[config.mk]
export PLATFORM = sky130hd
export DESIGN_NAME = regfile_wb_arbiter_flat
export DESIGN_NICKNAME = d
export VERILOG_FILES = /design/src/rtl/regfile_wb_arbiter_pkg.sv /design/src/rtl/regfile_wb_arbiter_if.sv /design/src/rtl/regfile_wb_arbiter_fifo.sv /design/src/rtl/regfile_wb_arbiter.sv /design/src/flat_wrapper.sv
export SDC_FILE = /design/constraint.sdc
export NUM_CORES = 1
export LEC_CHECK = 0
export CAP_MARGIN = 20
export CORE_ASPECT_RATIO = 1.5
export CORE_MARGIN = 2
export CORE_UTILIZATION = 52
export CTS_CLUSTER_SIZE = 10
export DETAILED_ROUTE_END_ITERATION = 10
export PLACE_DENSITY = 0.85
export REMOVE_ABC_BUFFERS = 1
export SYNTH_ARGS = -nofsm -noshare
export SYNTH_HDL_FRONTEND = slang
export SYNTH_HIERARCHICAL = 1
export SYNTH_SLANG_ARGS = --single-unit
export TNS_END_PERCENT = 1
[constraint.sdc]
create_clock -name clk -period 3.7 [get_ports clk]
set_clock_uncertainty 0.1 [all_clocks]
set_input_delay 0.555 -clock clk [delete_from_list [all_inputs] [get_ports clk]]
set_output_delay 0.555 -clock clk [all_outputs]
set_load 0.05 [all_outputs]
[src/rtl/regfile_wb_arbiter_pkg.sv]
// Shared types for the register-file writeback arbiter; build option WB_MEM_PRIORITY_EN.
// Pure declarations: no latency, no backpressure.
package regfile_pkg;
  localparam int REG_ADDR_W = 5;
  localparam int REG_DATA_W = 64;
  localparam logic [REG_ADDR_W-1:0] ZERO_REG = 5'd31;

  typedef struct packed {
    logic [REG_ADDR_W-1:0] addr;
    logic [REG_DATA_W-1:0] data;
  } wb_req_t;

  typedef enum logic {GNT_ALU = 1'b0, GNT_MEM = 1'b1} grant_t;
endpackage

[src/rtl/regfile_wb_arbiter_if.sv]
// Writeback requester channels, regfile write port and hazard status of the arbiter.
// Ready depends only on FIFO occupancy; the write port is driven combinationally from FIFO heads.
interface regfile_wb_arbiter_if #(
  parameter int ADDR_W = 5,
  parameter int DATA_W = 64
);
  logic              alu_valid;
  logic              alu_ready;
  logic [ADDR_W-1:0] alu_addr;
  logic [DATA_W-1:0] alu_data;
  logic              mem_valid;
  logic              mem_ready;
  logic [ADDR_W-1:0] mem_addr;
  logic [DATA_W-1:0] mem_data;
  logic              RegWrite;
  logic [ADDR_W-1:0] WriteRegister;
  logic [DATA_W-1:0] WriteData;
  logic [31:0]       pending;
  logic              idle;

  modport master (
    output alu_valid, alu_addr, alu_data, mem_valid, mem_addr, mem_data,
    input  alu_ready, mem_ready, RegWrite, WriteRegister, WriteData, pending, idle
  );

  modport slave (
    input  alu_valid, alu_addr, alu_data, mem_valid, mem_addr, mem_data,
    output alu_ready, mem_ready, RegWrite, WriteRegister, WriteData, pending, idle
  );
endinterface

[src/rtl/regfile_wb_arbiter_fifo.sv]
// DEPTH-entry synchronous FIFO of writeback requests; head is visible the cycle after a push.
// full blocks pushes even when a pop happens in the same cycle; contents are exported for hazard decode.
module wb_fifo
  import regfile_pkg::*;
#(
  parameter int DEPTH = 2
) (
  input  logic                   clk,
  input  logic                   reset,
  input  logic                   push,
  input  logic                   pop,
  input  wb_req_t                din,
  output logic                   full,
  output logic                   empty,
  output wb_req_t                head,
  output logic [DEPTH-1:0]       entry_valid,
  output wb_req_t [DEPTH-1:0]    entries
);
  localparam int PW = $clog2(DEPTH);

  wb_req_t [DEPTH-1:0] mem;
  logic [PW-1:0]       wr_ptr;
  logic [PW-1:0]       rd_ptr;
  logic [PW:0]         cnt;
  logic                do_push;
  logic                do_pop;

  assign full    = (cnt == (PW+1)'(DEPTH));
  assign empty   = (cnt == '0);
  assign do_push = push && !full;
  assign do_pop  = pop && !empty;
  assign head    = mem[rd_ptr];
  assign entries = mem;

  always_ff @(posedge clk) begin
    if (reset) begin
      wr_ptr <= '0;
      rd_ptr <= '0;
      cnt    <= '0;
    end else begin
      if (do_push) wr_ptr <= wr_ptr + 1'b1;
      if (do_pop)  rd_ptr <= rd_ptr + 1'b1;
      cnt <= cnt + (PW+1)'(do_push) - (PW+1)'(do_pop);
    end
  end

  always_ff @(posedge clk) begin
    if (do_push) mem[wr_ptr] <= din;
  end

  // A slot is live when its distance from the read pointer is below the count.
  always_comb begin
    logic [PW-1:0] off;
    off = '0;
    entry_valid = '0;
    for (int i = 0; i < DEPTH; i++) begin
      off = PW'(i) - rd_ptr;
      entry_valid[i] = ({1'b0, off} < cnt);
    end
  end
endmodule

[src/rtl/regfile_wb_arbiter.sv]
// Shares the regfile write port between ALU and load writebacks via two FIFOs and an arbiter (WB_MEM_PRIORITY_EN: fixed MEM priority).
// Accept at edge E, write at edge E+1 at best; ready = FIFO not full, writes to x31 are accepted and dropped.
module regfile_wb_arbiter
  import regfile_pkg::*;
#(
  parameter int DEPTH  = 2,
  parameter int DATA_W = 64,
  parameter int ADDR_W = 5
) (
  input  logic                 clk,
  input  logic                 reset,
  regfile_wb_arbiter_if.slave  bus
);
  wb_req_t             alu_din, mem_din, alu_head, mem_head, gnt_head;
  wb_req_t [DEPTH-1:0] alu_ent, mem_ent;
  logic [DEPTH-1:0]    alu_ev, mem_ev;
  logic                alu_full, alu_empty, mem_full, mem_empty;
  logic                alu_push, mem_push, alu_pop, mem_pop;
  logic                wr_en;
  grant_t              gnt;

  assign alu_din.addr = REG_ADDR_W'(bus.alu_addr);
  assign alu_din.data = REG_DATA_W'(bus.alu_data);
  assign mem_din.addr = REG_ADDR_W'(bus.mem_addr);
  assign mem_din.data = REG_DATA_W'(bus.mem_data);

  assign bus.alu_ready = !alu_full && !reset;
  assign bus.mem_ready = !mem_full && !reset;
  assign alu_push = bus.alu_valid && bus.alu_ready && (alu_din.addr != ZERO_REG);
  assign mem_push = bus.mem_valid && bus.mem_ready && (mem_din.addr != ZERO_REG);

  wb_fifo #(.DEPTH(DEPTH)) u_alu_fifo (
    .clk(clk), .reset(reset), .push(alu_push), .pop(alu_pop), .din(alu_din),
    .full(alu_full), .empty(alu_empty), .head(alu_head),
    .entry_valid(alu_ev), .entries(alu_ent)
  );

  wb_fifo #(.DEPTH(DEPTH)) u_mem_fifo (
    .clk(clk), .reset(reset), .push(mem_push), .pop(mem_pop), .din(mem_din),
    .full(mem_full), .empty(mem_empty), .head(mem_head),
    .entry_valid(mem_ev), .entries(mem_ent)
  );

`ifdef WB_MEM_PRIORITY_EN
  // Loads sit on the critical path, so they win every contention.
  always_comb begin
    gnt = mem_empty ? GNT_ALU : GNT_MEM;
  end
`else
  grant_t last_grant, last_grant_nxt;

  always_ff @(posedge clk) begin
    if (reset) last_grant <= GNT_MEM;
    else       last_grant <= last_grant_nxt;
  end

  always_comb begin
    last_grant_nxt = last_grant;
    if (wr_en) last_grant_nxt = gnt;
  end

  always_comb begin
    gnt = GNT_ALU;
    if (!alu_empty && !mem_empty) gnt = (last_grant == GNT_MEM) ? GNT_ALU : GNT_MEM;
    else if (!mem_empty)          gnt = GNT_MEM;
  end
`endif

  assign wr_en    = (!alu_empty || !mem_empty) && !reset;
  assign alu_pop  = wr_en && (gnt == GNT_ALU);
  assign mem_pop  = wr_en && (gnt == GNT_MEM);
  assign gnt_head = (gnt == GNT_MEM) ? mem_head : alu_head;

  assign bus.RegWrite      = wr_en;
  assign bus.WriteRegister = wr_en ? ADDR_W'(gnt_head.addr) : '0;
  assign bus.WriteData     = wr_en ? DATA_W'(gnt_head.data) : '0;
  assign bus.idle          = alu_empty && mem_empty;

  // Entries stay visible through their pop cycle; x31 never enters a FIFO.
  always_comb begin
    bus.pending = '0;
    for (int i = 0; i < DEPTH; i++) begin
      if (alu_ev[i]) bus.pending[alu_ent[i].addr] = 1'b1;
      if (mem_ev[i]) bus.pending[mem_ent[i].addr] = 1'b1;
    end
    bus.pending[ZERO_REG] = 1'b0;
    if (reset) bus.pending = '0;
  end
endmodule

[src/flat_wrapper.sv]
// flat-port wrapper written by rule: the top's interface ports become plain ports
module regfile_wb_arbiter_flat import regfile_pkg::*;
#(
  parameter int DEPTH  = 2,
  parameter int DATA_W = 64,
  parameter int ADDR_W = 5
)
  (clk, reset, bus_alu_valid, bus_alu_addr, bus_alu_data, bus_mem_valid, bus_mem_addr, bus_mem_data, bus_alu_ready, bus_mem_ready, bus_RegWrite, bus_WriteRegister, bus_WriteData, bus_pending, bus_idle);
  regfile_wb_arbiter_if #(.ADDR_W(ADDR_W), .DATA_W(DATA_W)) bus_i ();
  input  logic clk;
  input  logic reset;
  input wire logic [$bits(bus_i.alu_valid)-1:0] bus_alu_valid;
  input wire logic [$bits(bus_i.alu_addr)-1:0] bus_alu_addr;
  input wire logic [$bits(bus_i.alu_data)-1:0] bus_alu_data;
  input wire logic [$bits(bus_i.mem_valid)-1:0] bus_mem_valid;
  input wire logic [$bits(bus_i.mem_addr)-1:0] bus_mem_addr;
  input wire logic [$bits(bus_i.mem_data)-1:0] bus_mem_data;
  output wire logic [$bits(bus_i.alu_ready)-1:0] bus_alu_ready;
  output wire logic [$bits(bus_i.mem_ready)-1:0] bus_mem_ready;
  output wire logic [$bits(bus_i.RegWrite)-1:0] bus_RegWrite;
  output wire logic [$bits(bus_i.WriteRegister)-1:0] bus_WriteRegister;
  output wire logic [$bits(bus_i.WriteData)-1:0] bus_WriteData;
  output wire logic [$bits(bus_i.pending)-1:0] bus_pending;
  output wire logic [$bits(bus_i.idle)-1:0] bus_idle;
  assign bus_i.alu_valid = bus_alu_valid;
  assign bus_i.alu_addr = bus_alu_addr;
  assign bus_i.alu_data = bus_alu_data;
  assign bus_i.mem_valid = bus_mem_valid;
  assign bus_i.mem_addr = bus_mem_addr;
  assign bus_i.mem_data = bus_mem_data;
  assign bus_alu_ready = bus_i.alu_ready;
  assign bus_mem_ready = bus_i.mem_ready;
  assign bus_RegWrite = bus_i.RegWrite;
  assign bus_WriteRegister = bus_i.WriteRegister;
  assign bus_WriteData = bus_i.WriteData;
  assign bus_pending = bus_i.pending;
  assign bus_idle = bus_i.idle;
  regfile_wb_arbiter #(.DEPTH(DEPTH), .DATA_W(DATA_W), .ADDR_W(ADDR_W)) u_core (.clk(clk), .reset(reset), .bus(bus_i));
endmodule
==> results.yml, run 1 <==
timing:
  maxSlewViolCount: 0
  fin_crit_ns: 3.24
  max_slew_margin_pct: 38.6
  finalCritPeriodShare_pct: 87.5
  rsz0062_at_grt: "no"
  worst_slew_pin_slew_ns: 0.921
  finalSetupTns_ns: 0
  setup_viol: 0
  finalHoldViolCount: 0
  fmax_mhz: 309
pwr:
  worst_ir_drop_vdd_uv: 466
  p_leak_uw: 0.00578
  power_uw: 8460
  power_density_nw_per_um2: 499
route:
  vias_per_cell: 5.98
  wl_um: 32300
  first_iter_violations: 552
  vias: 8026
  drc_errors: 0
  drtPass1Iterations: 6
  wire_per_inst_um: 24.1
  postRouteAntennaNets: 0
logic_synthesis:
  synthTopCellsByArea: "edfxtp_1 67%, mux2_1 12%, a22o_1 4.9%"
  yosysTopAreaCellShare_pct: 66.8
  ys_types: 44
  avgSynthCellArea_um2: 16.5
  seq_area_frac_synth_pct: 68.3
  synthTopCellsByCount: "276 x edfxtp_1, 134 x mux2_1, 69 x a22o_1"
  yosysMostFrequentCell: "edfxtp_1"
  ys_warn_count: 6
  mappedNetlistArea_um2: 12400
  synth_flop_cell: "edfxtp_1"
  ys_ff_latch: 285
  async_flop_share_pct: 0
  synth-edff-count: 276
  syn_inst: 751
  yosysTopAreaCell: "edfxtp_1"
global_route:
  grt_pass1_vias: 8652
  grt_start_max_net_pins: 65
  grt_first_pass_wirelength_um: 48400
  antenna_found_initial: 4
  overflow: 0
  track_usage_pct: 25.6
layout:
  fin_util_pct: 71.9
  num-nets-final: 1150
  stdcell_count: 1342
  drive_above_1_share_pct: 19.6
  area_delta_synth_final_pct: 36.6
die:
  fp.dieH_um: 193
  pin_count: 247
  floorplan.rows: 69
  die_width_um: 130
  design.core.area_um2: 23600
  dieArea_um2: 25100
  start_util_pct: 52.6
place:
  dp_cells: 1287
  place_congestion: 0.944
  port-buffer-count: 245
  place_hpwl_um: 21600
cts:
  cts_resized: 0
  clockRootBuffer: "clkbuf_16"
  clock_path_buffers: 3
  htreeDepth: 2
  numCtsBuffers: 34
  clk_latency_ns: 0.48
  cts_tree: "built"
  clk_pin_slew_ns: 0.05
  holdBufCountCts: 0
  cts_sinks: 285
  cts_setup_buffers: 0
critical_path:
  worst_ep_required_time_ns: 3.04
  crit_path_max_fanout: 59
  end_kind: "primary output"
  crit_arrival_ns: 2.58
  crit_path_start_kind: "register"
  setup.worst_path.class: "register to primary output"
  rr_worst_depth: 9
job:
  drv_cap: 0
run_status:
  status: "finished clean"
min_path:
  hold_path_depth: 2
  hold_path_class: "register to register"
report_power, final:
part           switching, µW  internal, µW
clock                   1160          1710
sequential              67.4          3720
combinational            989           812
stage by stage:
| stage | area (µm²) | setup WS [ns] | hold slack [ns] |
|---|---|---|---|
| global route | 16900 | 0.353 | 0.452 |
| detailed placement | 16000 | 0.515 | 0.420 |
| floorplan | 12100 | -0.632 | 0.381 |
| finish | 16900 | 0.463 | 0.427 |
| CTS | 16900 | 0.444 | 0.425 |
| global placement | 16000 | 0.595 | 0.410 |
cell families after synthesis:
family                   share of synthesized area [%]
flip-flops                                        68.3
AO/OA/AOI/OAI                                     10.7
multiplexers                                      12.5
AND/OR/NAND/NOR                                   5.29
buffers and inverters                             2.48
adder cells (fa/ha/maj)                          0.403
XOR/XNOR                                         0.282
other                                           0.0302
area by class of cell:
class                   instances  area, µm²
diodes                          7       17.5
well taps                     319        399
repair buffers                263       3430
inverters                      13       48.8
flip-flops and latches        285       8480
fillers                      1434       6620
clock inverters                 2       16.3
clock buffers                  46        917
multi-input cells             407       3640
per-layer routing:
layer	global-route usage, %	share of wire [%]
met5	0	0
met4	13.8	5.0
met3	4.61	5.9
met2	47.9	55
met1	27.0	34
worst paths after layout:
kind	from	slack (ns)	end
setup reg to reg	u_core/u_mem_fifo/cnt[0]	1.00	u_core/u_mem_fifo/entries[51]
setup / recovery	u_core/u_alu_fifo/rd_ptr	0.46	bus_WriteData[22]
hold reg to reg	u_core/u_alu_fifo/wr_ptr	0.43	u_core/u_alu_fifo/wr_ptr
hold / removal	u_core/u_alu_fifo/wr_ptr	0.43	u_core/u_alu_fifo/wr_ptr
sequential cells by signal, summed over array words and instances, names as in the netlist:
signal and flops:
u_core/u_mem_fifo/wr_ptr 1, u_core/u_alu_fifo/entries 138, u_core/u_alu_fifo/rd_ptr 1, u_core/u_alu_fifo/wr_ptr 1
u_core/u_mem_fifo/entries 138, u_core/u_alu_fifo/cnt 2, u_core/u_mem_fifo/rd_ptr 1, u_core/u_mem_fifo/cnt 2
u_core/last_grant 1
cell usage in the layout (no fill, tap or decap), drive strengths merged, types with 5 or more instances in the layout:
| cell | netlist | final |
|---|---|---|
| mux2 | 138 | 138 |
| inv | 13 | 14 |
| clkbuf | 14 | 46 |
| nor2 | 14 | 14 |
| a22o | 69 | 69 |
| edfxtp | 276 | 276 |
| buf | 32 | 121 |
| diode | 0 | 7 |
| dfxtp | 9 | 9 |
| a21o | 5 | 5 |
| and4bb | 12 | 12 |
| a22oi | 56 | 56 |
| nor2b | 10 | 10 |
| and4b | 12 | 12 |
| and2 | 7 | 7 |
| or3 | 6 | 6 |
| clkdlybuf4s50 | 0 | 142 |
| a21oi | 30 | 30 |
critical path, cell delays in order (launching register included):
cell and delay [ns]:
dfxtp_4 0.46, buf_4 0.74, mux2_1 0.42, a22o_1 0.26, buf_12 0.16
No activity file was read; power rests on OpenSTA's default activity.
==> run 2, diff against run 1 <==
--- a/config.mk
+++ b/config.mk
@@ -8,10 +8,11 @@
 export CAP_MARGIN = 20
 export CORE_ASPECT_RATIO = 1.5
 export CORE_MARGIN = 2
-export CORE_UTILIZATION = 52
+export CORE_UTILIZATION = 24
+export CTS_CLUSTER_DIAMETER = 120
 export CTS_CLUSTER_SIZE = 10
 export DETAILED_ROUTE_END_ITERATION = 10
-export PLACE_DENSITY = 0.85
+export PLACE_DENSITY = 0.48
 export REMOVE_ABC_BUFFERS = 1
 export SYNTH_ARGS = -nofsm -noshare
 export SYNTH_HDL_FRONTEND = slang
==> results.yml, run 2 (same netlist as run 1, synthesis figures left out) <==
critical_path:
  crit_path_start_kind: "register"
  worst_ep_required_time_ns: 3.04
  rr_worst_depth: 11
  crit_path_max_fanout: 29
  rrSetupSlack_ns: 1.18
  crit_path_end: "bus_pending[3]"
  reg2reg_to: "u_core/u_mem_fifo/cnt[1]"
  crit_arrival_ns: 2.74
  setup.worst_path.class: "register to primary output"
  end_kind: "primary output"
  cp-startpoint: "u_core/u_mem_fifo/rd_ptr"
  reg2reg_from: "u_core/u_alu_fifo/cnt[1]"
timing:
  finalHoldViolCount: 0
  fin_crit_ns: 3.40
  maxSlewViolCount: 0
  whs_ns: 0.425
  setup_viol: 0
  worst_slew_pin_slew_ns: 0.816
  fmax_mhz: 294
  max_slew_margin_pct: 45.5
  finalCritPeriodShare_pct: 91.8
  finalSetupTns_ns: 0
  rsz0062_at_grt: "no"
layout:
  num-nets-final: 1153
  final_common_cell: "edfxtp_1"
  drive_above_1_share_pct: 19.9
  finish.instance_area_um2: 17300
  fill_cells: 5047
  area_delta_synth_final_pct: 39.4
  fin_util_pct: 33.7
  final_cell_mix: "276 x edfxtp_1, 143 x clkdlybuf4s50_1, 134 x mux2_1"
  num_antenna_cells: 0
route:
  wl_um: 37400
  drc_errors: 0
  wire_per_inst_um: 22.1
  vias_per_cell: 4.54
  vias: 7674
  postRouteAntennaNets: 0
  drtPass1Iterations: 5
  first_iter_violations: 489
global_route:
  grt_first_pass_wirelength_um: 54300
  overflow: 0
  grt_pass1_vias: 8131
  antenna_found_initial: 1
  grt_start_max_net_pins: 46
  track_usage_pct: 13.8
cts:
  holdBufCountCts: 0
  clock_path_buffers: 3
  clk_pin_slew_ns: 0.06
  clk_latency_ns: 0.51
  cts_setup_buffers: 0
  cts_tree: "built"
  clockRootBuffer: "clkbuf_16"
  cts_sinks: 285
  htreeDepth: 2
  cts_resized: 0
  numCtsBuffers: 34
place:
  place_hpwl_um: 26300
  port-buffer-count: 245
  place_area_um2: 16400
  place_congestion: 0.862
die:
  dieArea_um2: 53600
  start_util_pct: 24.2
  fp.dieH_um: 282
  die_width_um: 190
  floorplan.rows: 102
  pin_count: 247
  design.core.area_um2: 51300
job:
  drv_cap: 0
pwr:
  worst_ir_drop_vdd_uv: 318
  p_leak_uw: 0.00576
  power_density_nw_per_um2: 491
  power_uw: 8490
run_status:
  status: "finished clean"
min_path:
  hold_path_class: "register to register"
-- run 2: where the power goes --
group          switching [µW]  internal (µW)
clock network            1230           1660
registers                65.3           3720
logic                    1000            816
-- run 2: how the worst min path moves through the flow --
| stage | slack (ns) | depth (start not counted) | from | endpoint |
|---|---|---|---|---|
| global route | 0.46 | 2 | u_core/u_alu_fifo/wr_ptr | u_core/u_alu_fifo/wr_ptr |
| finish | 0.42 | 2 | u_core/u_alu_fifo/wr_ptr | u_core/u_alu_fifo/wr_ptr |
| detailed placement | 0.41 | 2 | u_core/u_alu_fifo/wr_ptr | u_core/u_alu_fifo/wr_ptr |
| floorplan | 0.38 | 2 | u_core/u_alu_fifo/wr_ptr | u_core/u_alu_fifo/wr_ptr |
| CTS | 0.42 | 2 | u_core/u_alu_fifo/wr_ptr | u_core/u_alu_fifo/wr_ptr |
| global placement | 0.41 | 2 | u_core/u_alu_fifo/wr_ptr | u_core/u_alu_fifo/wr_ptr |
-- run 2: area by class of cell --
| type | instances | area [µm²] | share of cell area, % |
|---|---|---|---|
| clock buffers | 40 | 873 | 5.05 |
| clock inverters | 4 | 41.3 | 0.239 |
| inverters | 13 | 51.3 | 0.297 |
| multi-input cells | 407 | 3640 | 21.1 |
| flip-flops and latches | 285 | 8480 | 49.0 |
| well taps | 676 | 846 | 4.89 |
| repair buffers | 266 | 3370 | 19.5 |
-- run 2: critical path, cell delays in order, from the launching register on --
cell,delay (ns)
dfxtp_4,0.65
a21o_2,0.31
nor4b_1,0.62
a22oi_1,0.20
a21oi_1,0.23
buf_4,0.23
-- run 2: per-stage QoR --
step	setup slack (ns)	cells
after global placement	0.493	1647
final	0.302	1691
after floorplan	-0.632	705
after CTS	0.345	1691
after global routing	0.124	1691
after detailed placement	0.476	1647
-- run 2: per-layer routing --
layer | vias to the layer above | global-route usage, % | share of wire, % | wire length, µm
met5 | - | 0 | 0.043 | 16
met4 | 2 | 3.84 | 2.2 | 817
met3 | 62 | 2.44 | 5.0 | 1880
met2 | 262 | 27.7 | 57 | 21400
met1 | 3815 | 14.5 | 36 | 13300
li1 | 3533 | - | - | -
==> run 3, diff against run 2 <==
--- a/config.mk
+++ b/config.mk
@@ -8,11 +8,11 @@
 export CAP_MARGIN = 20
 export CORE_ASPECT_RATIO = 1.5
 export CORE_MARGIN = 2
-export CORE_UTILIZATION = 24
+export CORE_UTILIZATION = 52
 export CTS_CLUSTER_DIAMETER = 120
 export CTS_CLUSTER_SIZE = 10
 export DETAILED_ROUTE_END_ITERATION = 10
-export PLACE_DENSITY = 0.48
+export PLACE_DENSITY = 0.85
 export REMOVE_ABC_BUFFERS = 1
 export SYNTH_ARGS = -nofsm -noshare
 export SYNTH_HDL_FRONTEND = slang
==> results of run 3 <==
Same layout as run 1: the final DEF is identical, and so are final timing and power.
